==> config.mk <==
export PLATFORM = sky130hd
export DESIGN_NAME = enemy_sprite_renderer
export DESIGN_NICKNAME = d
export VERILOG_FILES = /design/src/rtl/enemy_sprite_renderer.sv
export SDC_FILE = /design/constraint.sdc
export NUM_CORES = 1
export LEC_CHECK = 0
export ABC_CLOCK_PERIOD_IN_PS = 3600
export BUFFER_PORTS_ARGS = -buffer_cell sky130_fd_sc_hd__buf_2
export CAP_MARGIN = 0
export CORE_AREA = 2 2 125 127
export CTS_CLUSTER_DIAMETER = 30
export DETAILED_ROUTE_END_ITERATION = 10
export DIE_AREA = 0 0 127 129
export HOLD_SLACK_MARGIN = 0.02
export PLACE_DENSITY = 0.82
export RECOVER_POWER = 50
export SLEW_MARGIN = 20
export SYNTH_ARGS = -nofsm -noshare
export SYNTH_HDL_FRONTEND = slang
export SYNTH_SLANG_ARGS = --single-unit
export TNS_END_PERCENT = 50
==> constraint.sdc <==
create_clock -name clk -period 3.6 [get_ports clk]
set_clock_uncertainty 0.2 [all_clocks]
set_input_delay 0.18 -clock clk [delete_from_list [all_inputs] [get_ports clk]]
set_output_delay 0.18 -clock clk [all_outputs]
set_load 0.02 [all_outputs]
==> src/rtl/enemy_sprite_renderer.sv <==
// Multi-slot enemy sprite renderer: two-stage pixel pipeline, per-slot hit flash, animation phase.
// Optional feature macro: ENEMY_HIT_FLASH_EN builds the per-slot hit-flash counters.
module enemy_sprite_renderer #(
  parameter int N_ENEMY      = 4,
  parameter int FLASH_FRAMES = 8,
  parameter int ANIM_FRAMES  = 16
) (
  input  logic                   clk,
  input  logic                   rst,
  input  logic                   pix_valid,
  input  logic [9:0]             hcount,
  input  logic [9:0]             vcount,
  input  logic                   frame_start,
  input  logic [N_ENEMY-1:0]     enemy_active,
  input  logic [10*N_ENEMY-1:0]  enemy_x,
  input  logic [10*N_ENEMY-1:0]  enemy_y,
  input  logic [2*N_ENEMY-1:0]   enemy_type,
  input  logic [4*N_ENEMY-1:0]   enemy_health,
  input  logic [N_ENEMY-1:0]     hit_pulse,
  output logic [23:0]            rgb_out,
  output logic                   rgb_valid,
  output logic                   pix_hit,
  output logic [2:0]             pix_id
);

  typedef enum logic [1:0] {
    TYPE_BOX     = 2'd0,
    TYPE_CROSS   = 2'd1,
    TYPE_DIAMOND = 2'd2,
    TYPE_ANIM    = 2'd3
  } sprite_type_e;

  localparam logic [23:0] RGB_BLACK = 24'h000000;

  function automatic logic signed [10:0] offset(input logic [9:0] pos, input logic [9:0] centre);
    return $signed({1'b0, pos}) - $signed({1'b0, centre});
  endfunction

  function automatic logic sprite_lit(input logic signed [10:0] dx, input logic signed [10:0] dy,
                                      input sprite_type_e typ, input logic phase);
    logic signed [11:0] tx, ty;
    logic [11:0]        ax, ay;
    logic               in_box, border;
    // 2*d+1 keeps the half-pixel sprite centre on an integer grid
    tx     = {dx, 1'b1};
    ty     = {dy, 1'b1};
    ax     = tx[11] ? -tx : tx;
    ay     = ty[11] ? -ty : ty;
    in_box = (dx >= -11'sd8) && (dx <= 11'sd7) && (dy >= -11'sd8) && (dy <= 11'sd7);
    border = (dx == -11'sd8) || (dx == 11'sd7) || (dy == -11'sd8) || (dy == 11'sd7);
    case (typ)
      TYPE_BOX:     sprite_lit = in_box;
      TYPE_CROSS:   sprite_lit = in_box && (((dx >= -11'sd4) && (dx <= 11'sd3)) ||
                                            ((dy >= -11'sd3) && (dy <= 11'sd2)));
      TYPE_DIAMOND: sprite_lit = in_box && ((ax + ay) <= 12'd16);
      default:      sprite_lit = in_box && (!phase || border);
    endcase
  endfunction

  function automatic logic [23:0] sprite_rgb(input logic flash, input sprite_type_e typ,
                                             input logic [3:0] health);
    if (flash)               return 24'h00FFFF;
    else if (typ == TYPE_BOX) return 24'hFF0000;
    else if (health >= 4'd4) return 24'hFFFFFF;
    else if (health == 4'd3) return 24'hFF00FF;
    else if (health == 4'd2) return 24'hFFF000;
    else                     return 24'hFF0000;
  endfunction

  // Animation phase: toggles each time the frame counter wraps.
  logic [5:0] anim_cnt_q, anim_cnt_d;
  logic       phase_q, phase_d;

  always_comb begin
    // NOTE: every combinational output gets a default first, so no path can infer a latch.
    anim_cnt_d = anim_cnt_q;
    phase_d    = phase_q;
    if (frame_start) begin
      if (anim_cnt_q == 6'(ANIM_FRAMES - 1)) begin
        anim_cnt_d = '0;
        phase_d    = ~phase_q;
      end else begin
        anim_cnt_d = anim_cnt_q + 6'd1;
      end
    end
  end

  always_ff @(posedge clk or posedge rst) begin
    // NOTE: sequential state uses non-blocking assignment so all flops update together.
    if (rst) begin
      anim_cnt_q <= '0;
      phase_q    <= 1'b0;
    end else begin
      anim_cnt_q <= anim_cnt_d;
      phase_q    <= phase_d;
    end
  end

  logic [N_ENEMY-1:0] flash_on;

`ifdef ENEMY_HIT_FLASH_EN
  logic [4*N_ENEMY-1:0] flash_q, flash_d;

  always_comb begin
    flash_d = flash_q;
    for (int i = 0; i < N_ENEMY; i++) begin
      if (!enemy_active[i])
        flash_d[4*i +: 4] = 4'd0;
      else if (hit_pulse[i])
        flash_d[4*i +: 4] = 4'(FLASH_FRAMES);
      else if (frame_start && (flash_q[4*i +: 4] != 4'd0))
        flash_d[4*i +: 4] = flash_q[4*i +: 4] - 4'd1;
    end
  end

  always_ff @(posedge clk or posedge rst) begin
    if (rst) flash_q <= '0;
    else     flash_q <= flash_d;
  end

  always_comb begin
    flash_on = '0;
    for (int i = 0; i < N_ENEMY; i++) flash_on[i] = |flash_q[4*i +: 4];
  end
`else
  logic unused_hit_pulse;
  assign unused_hit_pulse = ^hit_pulse;
  assign flash_on         = '0;
`endif

  // Stage 1: per-slot coverage and a snapshot of the colour-relevant slot state.
  logic [N_ENEMY-1:0]   cover_d, cover_q, flash_on_q;
  logic [2*N_ENEMY-1:0] type_q;
  logic [4*N_ENEMY-1:0] health_q;
  logic                 valid1_q;

  always_comb begin
    cover_d = '0;
    for (int i = 0; i < N_ENEMY; i++) begin
      cover_d[i] = pix_valid && enemy_active[i] &&
                   sprite_lit(offset(hcount, enemy_x[10*i +: 10]),
                              offset(vcount, enemy_y[10*i +: 10]),
                              sprite_type_e'(enemy_type[2*i +: 2]), phase_q);
    end
  end

  always_ff @(posedge clk or posedge rst) begin
    if (rst) begin
      cover_q    <= '0;
      flash_on_q <= '0;
      type_q     <= '0;
      health_q   <= '0;
      valid1_q   <= 1'b0;
    end else begin
      cover_q    <= cover_d;
      flash_on_q <= flash_on;
      type_q     <= enemy_type;
      health_q   <= enemy_health;
      valid1_q   <= pix_valid;
    end
  end

  // Stage 2: lowest covering slot wins; outputs are zero whenever the pixel is not valid.
  logic [23:0] rgb_d, rgb_q;
  logic        hit_d, hit_q, valid2_q;
  logic [2:0]  id_d, id_q;

  always_comb begin
    rgb_d = RGB_BLACK;
    hit_d = 1'b0;
    id_d  = '0;
    for (int i = N_ENEMY - 1; i >= 0; i--) begin
      if (cover_q[i]) begin
        hit_d = 1'b1;
        id_d  = 3'(i);
        rgb_d = sprite_rgb(flash_on_q[i], sprite_type_e'(type_q[2*i +: 2]), health_q[4*i +: 4]);
      end
    end
    if (!valid1_q) begin
      rgb_d = RGB_BLACK;
      hit_d = 1'b0;
      id_d  = '0;
    end
  end

  always_ff @(posedge clk or posedge rst) begin
    if (rst) begin
      rgb_q    <= RGB_BLACK;
      hit_q    <= 1'b0;
      id_q     <= '0;
      valid2_q <= 1'b0;
    end else begin
      rgb_q    <= rgb_d;
      hit_q    <= hit_d;
      id_q     <= id_d;
      valid2_q <= valid1_q;
    end
  end

  assign rgb_out   = rgb_q;
  assign rgb_valid = valid2_q;
  assign pix_hit   = hit_q;
  assign pix_id    = id_q;

endmodule

==> flow_summary_export.csv, run 1 <==
group,metric,value,unit
place,dp_hpwl,24070,µm
yosys,synth_top_flop_cell,"dfrtp_1",
clocking,clock_path_buffers,2,
yosys,syn_area,0.008855,mm²
sta,worst_slew_pin_slew,0.8376,ns
routing,ant_nets,0,
global_route,track_usage,0.3956,
clocking,path_clk_slew,0.07,ns
place,dpl_cell_area,0.01202,mm²
critical_path,crit_required,3.60,ns
sta,drv_slew,0,
pwr,intPower,2.518,mW
critical_path,critPathKind,"input pin to register",
cells_and_area,layout_commonest_cell,"buf_4",
yosys,netlist_instances,1128,
routing,drcViolationCount,0,
global_route,grt_overflow,0,
floorplanning,fp.coreArea,0.01498,mm²
yosys,ys_warn_count,0,
global_route,grt_pass1_vias,11024,
sta,period_needed,4.491,ns
cells_and_area,layout-drive-gt1-share,0.3404,
sta,max-slew-margin-rel,0.4378,
cells_and_area,fillers,805,
yosys,ys_types,81,
floorplanning,start_util,0.5912,
global_route,antenna_found_initial,1,
routing,dr.pass1.iters,6,
pwr,p_switching,2.046,mW
clocking,clock-sinks,44,
yosys,synth_edf_count,0,
run,maxCapViolCount,0,
pwr,powerDensity,354.1,mW/mm²
cells_and_area,num-nets-final,1896,
routing,routedWlPerCell,19.57,µm
status,outcome,"finished, violations left",
floorplanning,die_w,127,µm
clocking,root_buffer,"clkbuf_16",
yosys,async_reset_ff_frac,1.000,
place,globalplace.congestion,0.9988,
yosys,synthesis.nets,1427,
sta,setup_viol,4,
yosys,avgSynthCellArea,7.850,µm²
critical_path,start_kind,"input pin",
cells_and_area,final_area,0.01289,mm²
floorplanning,pin_count,165,
global_route,grt_pass1_wl,52290,µm
floorplanning,dieArea,0.01638,mm²
cells_and_area,multiInputGateArea,0.007391,mm²
cells_and_area,most-common-layout-cells,"buf_4, ha_1, buf_2",
floorplanning,die_h,129,µm
critical_path,crit_path_end_kind,"register",
clocking,numCtsBuffers,5,
pwr,clockPowerShare,0.122,
clocking,htree_levels,2,
sta,rsz0062_at_grt,"yes",
sta,holdWs,0.06698,ns
sta,period_share,1.247,
routing,routed_wl,34950,µm
routing,num_vias,10982,
place,dp_slack,-1.076,ns
cells_and_area,area_growth,45.60,%
cells_and_area,ff_latch_area,0.001101,mm²
critical_path,critPathArrivalTime,4.49,ns
critical_path,crit_fanout,8,
hold_path,hold-path-cell-count,4,
sta,hold_viol,0,
clocking,clk_latency,0.30,ns
sta,setup_slack,-0.8908,ns
floorplanning,row_count,45,
critical_path,rr_worst_depth,8,
global_route,grt_max_degree,45,
pwr,comb_power_share,0.746,
routing,viasPerCell,6.149,
pwr,peakVddDrop,0.2389,mV
cells_and_area,diodes,0,
yosys,ys_seq_elements,44,
hold_path,hold_path_class,"input pin to register",
pwr,swShare,0.4483,
routing,drt_iter0_drc,1110,
pwr,p_seq_frac,0.132,
yosys,ys_seq_area_frac,0.1243,
pwr,leakagePower,6.439,nW
place,port_buffers,159,
clocking,cts_tree,"built",
status,failed_checks,"setup timing",
sta,max_freq,0.2227,GHz
critical path, stage by stage:
cell and delay, ns:
buf_12 0.11, inv_16 0.05, ha_4 0.12, inv_2 0.04, fa_2 0.40, a211oi_2 0.24, o21bai_1 0.15, a31oi_2 0.23
nor2_2 0.08, a211oi_2 0.28, buf_4 0.25, buf_4 0.17, xnor2_1 0.17, ha_1 0.31, o21ai_0 0.09, a21oi_1 0.08
nor2_1 0.13, o2111ai_1 0.12, a221o_1 0.29, nand3b_1 0.11, o211ai_1 0.10, or4b_1 0.57, a311oi_1 0.22
Yosys cell counts (21+ instances only):
library cell | number | area (µm²)
a21oi_1 | 62 | 310.3
dfrtp_1 | 44 | 1101
ha_1 | 155 | 1939
nor2b_1 | 22 | 137.6
xor2_1 | 56 | 490.5
nand2_1 | 44 | 165.2
nor3_1 | 32 | 160.2
nand2b_1 | 24 | 150.1
nor2_1 | 88 | 330.3
xnor2_1 | 78 | 683.2
buf_4 | 21 | 157.7
o21ai_0 | 57 | 285.3
inv_1 | 141 | 529.3
cells by family after synthesis:
kind of cell,after synthesis,synth area share
flops,44,0.1243
buf+inv,177,0.08506
compound gates,272,0.2107
simple gates,335,0.2073
mux,2,0.002543
other cells,1,0.0004235
xor+xnor,134,0.1325
fa+ha+maj,163,0.2371
layout make-up:
cell class	count	area share
clock inverters	3	0.003591
multi-input cells	907	0.5733
flip-flops and latches	44	0.08540
well taps	188	0.01825
inverters	142	0.04299
clock buffers	5	0.009705
repair buffers	497	0.2668
final timing paths:
path                                 start            end  slack, ns
max in group asynchronous              rst      type_q[4]       2.40
hold reg to reg              anim_cnt_q[2]  anim_cnt_q[2]       0.31
setup / recovery                 vcount[0]     cover_q[2]      -0.89
min in group asynchronous              rst     rgb_out[7]       0.39
setup reg to reg                cover_q[2]     rgb_out[7]       1.08
hold / removal             enemy_active[3]     cover_q[3]       0.07
power groups by stage:
stage | Clock, mW | Sequential (mW) | Combinational [mW]
after floorplan | 0 | 0.577 | 1.77
after global placement | 0 | 0.595 | 2.78
after detailed placement | 0 | 0.597 | 2.91
after CTS | 0.548 | 0.589 | 3.10
after global routing | 0.571 | 0.601 | 3.64
final | 0.557 | 0.600 | 3.41
through the flow:
step	setup TNS, ns	utilization	std cells	total power [mW]
after global placement	-2.933	0.8023	1735	3.374
final	-2.503	0.8608	1786	4.565
after floorplan	-2.113	-	1128	2.351
after global routing	-3.269	0.8608	1786	4.814
after detailed placement	-3.437	0.8023	1735	3.509
after CTS	-1.525	0.8476	1778	4.240
sequential cells by signal, indices dropped and copies added, names as in the netlist, 2 cells and up:
signal,count
anim_cnt_q,6
cover_q,4
health_q,16
pix_id,2
rgb_out,4
type_q,8
routing by layer:
metal  global-route usage  part of all wire  wire (µm)
met1               0.4325              0.36      12450
met2               0.7277              0.48      16740
met3              0.06320             0.090       3142
met4               0.2269             0.075       2607
met5                    0           0.00037         13
what timing repair did:
item / 4_1_cts / 5_1_grt
hold endpoints to repair: 72 / 1
endpoints found under the setup margin: 4 / 4
resized for setup: 39 / 30
pin swaps: 25 / 25
buffers inserted: 9 / 9
hold buffers: 26 / 1
Power figures use the tool's default switching activity.
==> inputs of run 2 (changes only) <==
ABC_AREA = 1   (was default)
CORE_AREA = 2 2 134 136   (was 2 2 125 127)
DIE_AREA = 0 0 136 138   (was 0 0 127 129)
PLACE_DENSITY = 0.81   (was 0.82)
==> run 2 against run 1 <==
Compared with the run above:
- the run now ends clean
- first-iteration DRC count decreased by 48%
- flip-flop and latch count unchanged
- worst hold slack got worse by 0.019 ns
- critical path depth decreased by 1
- combinational power decreased by 26%
- count of clock-buffer cells in the layout unchanged
- sequential power about the same
- global-route usage decreased by 12 points
- critical path type unchanged
==> flow_summary_export.csv, run 2 <==
group,metric,value,unit
status,outcome,"finished clean",
sta,period_needed,3.271,ns
yosys,synth_area_leader_cell,"ha_1",
place,globalplace.congestion,0.9189,
floorplanning,pin_count,165,
yosys,synth_edf_count,0,
critical_path,worstPathCellList,"buf_2 -> inv_1 -> ha_1 -> inv_1 -> fa_1 -> nand3_1 -> nand2_1 -> nand2_1 -> nand2_1 -> nand2_1 -> nand2_1 -> xor2_1 -> ha_1 -> nand2_1 -> nor2_1 -> a211oi_1 -> xor2_1 -> nand2_1 -> a41oi_1 -> nand2_1 -> nand2_1 -> a21oi_1",
critical_path,r2r-start,"type_q[5]",
global_route,grt_pass1_vias,10384,
cells_and_area,num-nets-final,2208,
cells_and_area,layout_commonest_cell,"nand2_1",
global_route,grt_pass1_wl,43350,µm
yosys,ys_types,48,
critical_path,crit_slowest_cell,"fa_1",
sta,worst_slew_pin_slew,0.7194,ns
floorplanning,dieArea,0.01877,mm²
cells_and_area,diodes,0,
routing,viasPerCell,5.162,
sta,setup_viol,0,
clocking,cts_tree,"built",
routing,drcViolationCount,0,
yosys,synth_commonest_cells,"nand2_1, inv_1, nor2_1",
hold_path,hold_end,"cover_q[3]",
global_route,grt_overflow,0,
cells_and_area,final_area,0.01187,mm²
pwr,totalPowerFinal,3.694,mW
routing,drt_iter0_drc,573,
cells_and_area,fillers,1708,
cells_and_area,fin_util,0.6769,
run,maxCapViolCount,0,
routing,ant_nets,0,
yosys,ys_warn_count,0,
routing,routed_wl,26090,µm
cells_and_area,area_growth,15.44,%
yosys,async_reset_ff_frac,1.000,
critical_path,slowest_delay,0.39,ns
clocking,clk_latency,0.28,ns
yosys,ys_seq_elements,44,
cells_and_area,reg_top3,"health_q (16), type_q (8), anim_cnt_q (6)",
clocking,cts_setup_buffers,0,
clocking,root_buffer,"clkbuf_16",
clocking,clock-sinks,44,
sta,drv_slew,0,
global_route,antenna_found_initial,3,
pwr,powerDensity,311.3,mW/mm²
place,port_buffers,159,
yosys,yosysTopAreaCellShare,0.1886,
floorplanning,die_w,136,µm
critical_path,start_kind,"input pin",
hold_path,worstHoldStart,"enemy_active[3]",
critical_path,critPathArrivalTime,3.24,ns
yosys,synthesis.nets,2009,
global_route,grt_max_degree,25,
routing,routedWlPerCell,12.20,µm
sta,max_freq,0.3058,GHz
critical_path,critical_path.startpoint,"hcount[0]",
place,placed_cells,2104,
pwr,leakagePower,7.031,nW
sta,hold_viol,0,
yosys,syn_area,0.01028,mm²
floorplanning,start_util,0.5863,
yosys,synth.area.top_cells,"ha_1, nand2_1, inv_1",
critical_path,r2r_slack,1.56,ns
hold_path,hold_path_class,"input pin to register",
yosys,netlist_instances,1710,
place,dpl_cell_area,0.01143,mm²
clocking,path_clk_slew,0.06,ns
global_route,track_usage,0.2737,
hold_path,hold-path-cell-count,5,
cells_and_area,stdcell_count,2138,
clocking,htree_levels,2,
floorplanning,fp.coreArea,0.01753,mm²
floorplanning,row_count,49,
yosys,yosysMostFrequentCell,"nand2_1",
cells_and_area,top_register,"health_q",
yosys,synth_top_flop_cell,"dfrtp_1",
critical_path,cp_common_cell,"nand2_1",
sta,rsz0062_at_grt,"no",
floorplanning,die_h,138,µm
sta,max-slew-margin-rel,0.5174,
routing,num_vias,11036,
critical_path,crit_path_end_kind,"register",
cells_and_area,largest_register_ff_count,16,
sta,setup_slack,0.3295,ns
critical_path,timing.rr.end,"rgb_out[15]",
pwr,peakVddDrop,0.3446,mV
critical_path,crit_required,3.57,ns
cells_and_area,most-common-layout-cells,"nand2_1, inv_1, nor2_1",
critical_path,crit_fanout,6,
place,dp_slack,-0.02571,ns
clocking,numCtsBuffers,5,
yosys,avgSynthCellArea,6.012,µm²
clocking,clock_path_buffers,2,
sta,holdWs,0.04761,ns
yosys,ys_seq_area_frac,0.1071,
place,dp_hpwl,22480,µm
sta,period_share,0.9085,
critical_path,rr_worst_depth,8,
sta,fin_setup_tns,0,ns
routing,dr.pass1.iters,5,
critical_path,critPathKind,"input pin to register",
cells_and_area,layout-drive-gt1-share,0.1331,
run 2: final cells by class:
class                           count  area, µm²  share of cell area
Inverter                          329       1235              0.1040
Clock buffer                        5      125.1             0.01054
Multi-Input combinational cell   1308       7751              0.6531
Tap cell                          229      286.5             0.02414
Clock inverter                      2      60.06            0.005060
Timing Repair Buffer              221       1310              0.1104
Sequential cell                    44       1101             0.09277
run 2: report_power, final:
part	switching [mW]	total [mW]	internal [mW]	leakage [nW]
clock	0.171	0.564	0.393	0.0899
sequential	0.0520	0.601	0.549	0.541
combinational	1.53	2.53	1.00	6.40
run 2: per-layer routing:
layer  global-route usage  vias to the layer above  wire [µm]
li1                     -                     5803          -
met5                    0                        -         41
met1               0.3104                     4908      10890
met2               0.5332                      256      13520
met4              0.07675                        6        637
met3              0.02457                       63        995
run 2: repair_timing:
action	in CTS	in global routing
endpoints found under the setup margin	0	1
resized for setup	0	1
hold buffers	27	0
hold endpoints to repair	47	0
run 2: worst max-delay path: cells and delay by family:
kind	cells	cell delay (ns)
buffers and inverters	3	0.35
AO/OA/AOI/OAI	3	0.53
adder cells (fa/ha/maj)	3	0.89
AND/OR/NAND/NOR	11	0.83
XOR/XNOR	2	0.46
run 2: worst max path at each step:
stage	endpoint	slack, ns	cells past startpoint
floorplan	cover_q[3]	0.39	22
global placement	cover_q[2]	0.12	21
detailed placement	cover_q[2]	-0.03	22
CTS	cover_q[2]	0.25	22
global route	cover_q[3]	0.04	22
finish	cover_q[3]	0.33	22
run 2: kinds of logic (layout without fill, tap and decap cells):
family,count (synthesis),in the layout,synth area share
XOR/XNOR,91,91,0.08044
AO/OA/AOI/OAI,126,126,0.07326
AND/OR/NAND/NOR,927,927,0.3953
flip-flops,44,44,0.1071
other,1,1,0.0003647
adder cells (fa/ha/maj),163,163,0.2042
buffers and inverters,358,557,0.1393
==> inputs of run 3 (changes only) <==
CORE_AREA = 2 2 130 132   (was 2 2 134 136)
DIE_AREA = 0 0 132 134   (was 0 0 136 138)
PLACE_DENSITY = 0.86   (was 0.81)
==> run 3 against run 2 <==
Compared with the run above:
- non-clock buffer count is 5 lower
- count of clock-buffer cells in the layout unchanged
- critical endpoint unchanged
- sequential share of layout area is essentially flat
- cell count shrank 0.61%
- register-to-register slack lost 0.11 ns
- worst setup slack got worse by 0.030 ns
==> flow_summary_export.csv, run 3 (synthesis gave the netlist of run 2 again) <==
group,metric,value,unit
routing,wl_met1,10580,µm
floorplanning,dieArea,0.01769,mm²
place,dpl_cell_area,0.01140,mm²
cells_and_area,layout-drive-gt1-share,0.1244,
global_route,grt_overflow,0,
pwr,p_seq_frac,0.164,
pwr,comb_power_share,0.692,
routing,routedWlPerCell,12.28,µm
cells_and_area,most-common-layout-cells,"nand2_1, inv_1, nor2_1",
pwr,intPower,1.882,mW
sta,worst_slew_pin_slew,0.5748,ns
status,outcome,"finished clean",
critical_path,crit_fanout,7,
sta,fin_setup_tns,0,ns
sta,drv_slew,0,
run,maxCapViolCount,0,
cells_and_area,num-nets-final,2203,
pwr,leakagePower,6.954,nW
clocking,htree_levels,2,
cells_and_area,top_register,"health_q",
place,globalplace.congestion,0.9447,
routing,viasPerCell,5.280,
floorplanning,die_h,134,µm
routing,routed_wl,26090,µm
pwr,swShare,0.4874,
global_route,grt_pass1_wl,43980,µm
critical_path,critPathArrivalTime,3.27,ns
sta,max-slew-margin-rel,0.6132,
pwr,peakVddDrop,0.3152,mV
clocking,clock-sinks,44,
floorplanning,fp.coreArea,0.01629,mm²
floorplanning,row_count,47,
critical_path,crit_path_end_kind,"register",
sta,max_freq,0.3030,GHz
clocking,clock_path_buffers,2,
clocking,cts_setup_buffers,0,
place,dp_hpwl,22050,µm
routing,ant_nets,0,
sta,rsz0062_at_grt,"no",
floorplanning,pin_count,165,
critical_path,crit_required,3.57,ns
routing,drt_iter0_drc,673,
hold_path,hold-path-cell-count,5,
cells_and_area,reg_top3,"health_q (16), type_q (8), anim_cnt_q (6)",
clocking,root_buffer,"clkbuf_16",
place,port_buffers,159,
cells_and_area,layout_commonest_cell,"nand2_1",
routing,dr.pass1.iters,5,
floorplanning,start_util,0.6312,
sta,period_needed,3.301,ns
sta,hold_viol,0,
sta,holdWs,0.06371,ns
cells_and_area,area_growth,14.93,%
routing,dr_wl_met2,13480,µm
clocking,numCtsBuffers,5,
global_route,grt_pass1_vias,10577,
pwr,clockPowerShare,0.144,
clocking,clk_latency,0.29,ns
global_route,antenna_found_initial,0,
cells_and_area,diodes,0,
global_route,track_usage,0.2910,
routing,dr_wl_met3,1193,µm
pwr,powerDensity,310.7,mW/mm²
cells_and_area,largest_register_ff_count,16,
routing,drcViolationCount,0,
floorplanning,die_w,132,µm
critical_path,rr_worst_depth,8,
sta,setup_viol,0,
critical_path,start_kind,"input pin",
clocking,cts_tree,"built",
clocking,path_clk_slew,0.06,ns
routing,highest_layer,"met4",
cells_and_area,fillers,1410,
pwr,p_switching,1.789,mW
sta,period_share,0.9168,
global_route,grt_max_degree,36,
hold_path,hold_path_class,"input pin to register",
cells_and_area,final_area,0.01182,mm²
critical_path,critPathKind,"input pin to register",
routing,num_vias,11220,
[run 3: cell count changes in the layout (fill, tap and decap cells not counted), sizes merged]
| cell | before | now |
|---|---|---|
| bufinv | 2 | 1 |
| clkinvlp | 0 | 1 |
| buf | 179 | 161 |
| inv | 326 | 327 |
| clkbuf | 20 | 33 |
[run 3: area by class of cell]
cell class              instances  area [µm²]  area share
clock buffers                   5       125.1     0.01059
clock inverters                 3       46.29    0.003918
inverters                     329        1235      0.1045
multi-input cells            1308        7752      0.6561
flip-flops and latches         44        1101     0.09318
well taps                     220       275.3     0.02330
repair buffers                216        1281      0.1084
[run 3: timing repair]
item	in CTS	in global routing
gates resized for setup	0	1
hold endpoints to repair	37	0
hold buffers	27	0
setup endpoints to repair	0	1
[run 3: power groups by stage]
stage               sequential, mW  combinational, mW  clock, mW
floorplan                    0.592               1.89          0
global placement             0.604               2.39          0
detailed placement           0.605               2.48          0
CTS                          0.597               2.52      0.528
global route                 0.606               2.90      0.551
finish                       0.602               2.54      0.527
[run 3: per-layer routing]
| metal | GRT usage | up-vias |
|---|---|---|
| met5 | 0 | - |
| met4 | 0.1045 | 0 |
| met3 | 0.02532 | 77 |
| met2 | 0.5744 | 324 |
| met1 | 0.3231 | 5023 |
| li1 | - | 5796 |
[run 3: per-stage QoR]
step	instances	power [mW]	util	setup WS [ns]
finish	2125	3.671	0.7254	0.2994
global route	2125	4.056	0.7254	0.01979
global placement	2090	2.997	0.7001	0.1647
floorplan	1710	2.483	-	0.3909
detailed placement	2090	3.087	0.7001	0.03984
CTS	2125	3.649	0.7272	0.3001
[run 3: worst max-delay path, stage by stage]
cell and delay (ns):
buf_2 0.11, inv_1 0.19, ha_1 0.19, inv_1 0.09, fa_1 0.40, nand3_1 0.08
nand2_1 0.08, nand2_1 0.09, nand2_1 0.08, nand2_1 0.07, nand2_1 0.16, nor2_1 0.14
nor2_1 0.06, ha_1 0.36, nand2_1 0.10, nor2_1 0.05, a211oi_2 0.24, xor2_1 0.17
nand2_1 0.06, a41oi_1 0.16, nand2_1 0.07, nand2_1 0.07, a21oi_1 0.06
[run 3: final timing paths]
path                          endpoint             from  slack, ns
max in group asynchronous  rgb_out[11]              rst       2.34
hold reg to reg              rgb_valid         valid1_q       0.18
setup / recovery            cover_q[3]        hcount[0]       0.30
hold / removal              cover_q[3]  enemy_active[3]       0.06
setup reg to reg           rgb_out[15]        type_q[5]       1.45
min in group asynchronous    type_q[6]              rst       0.15
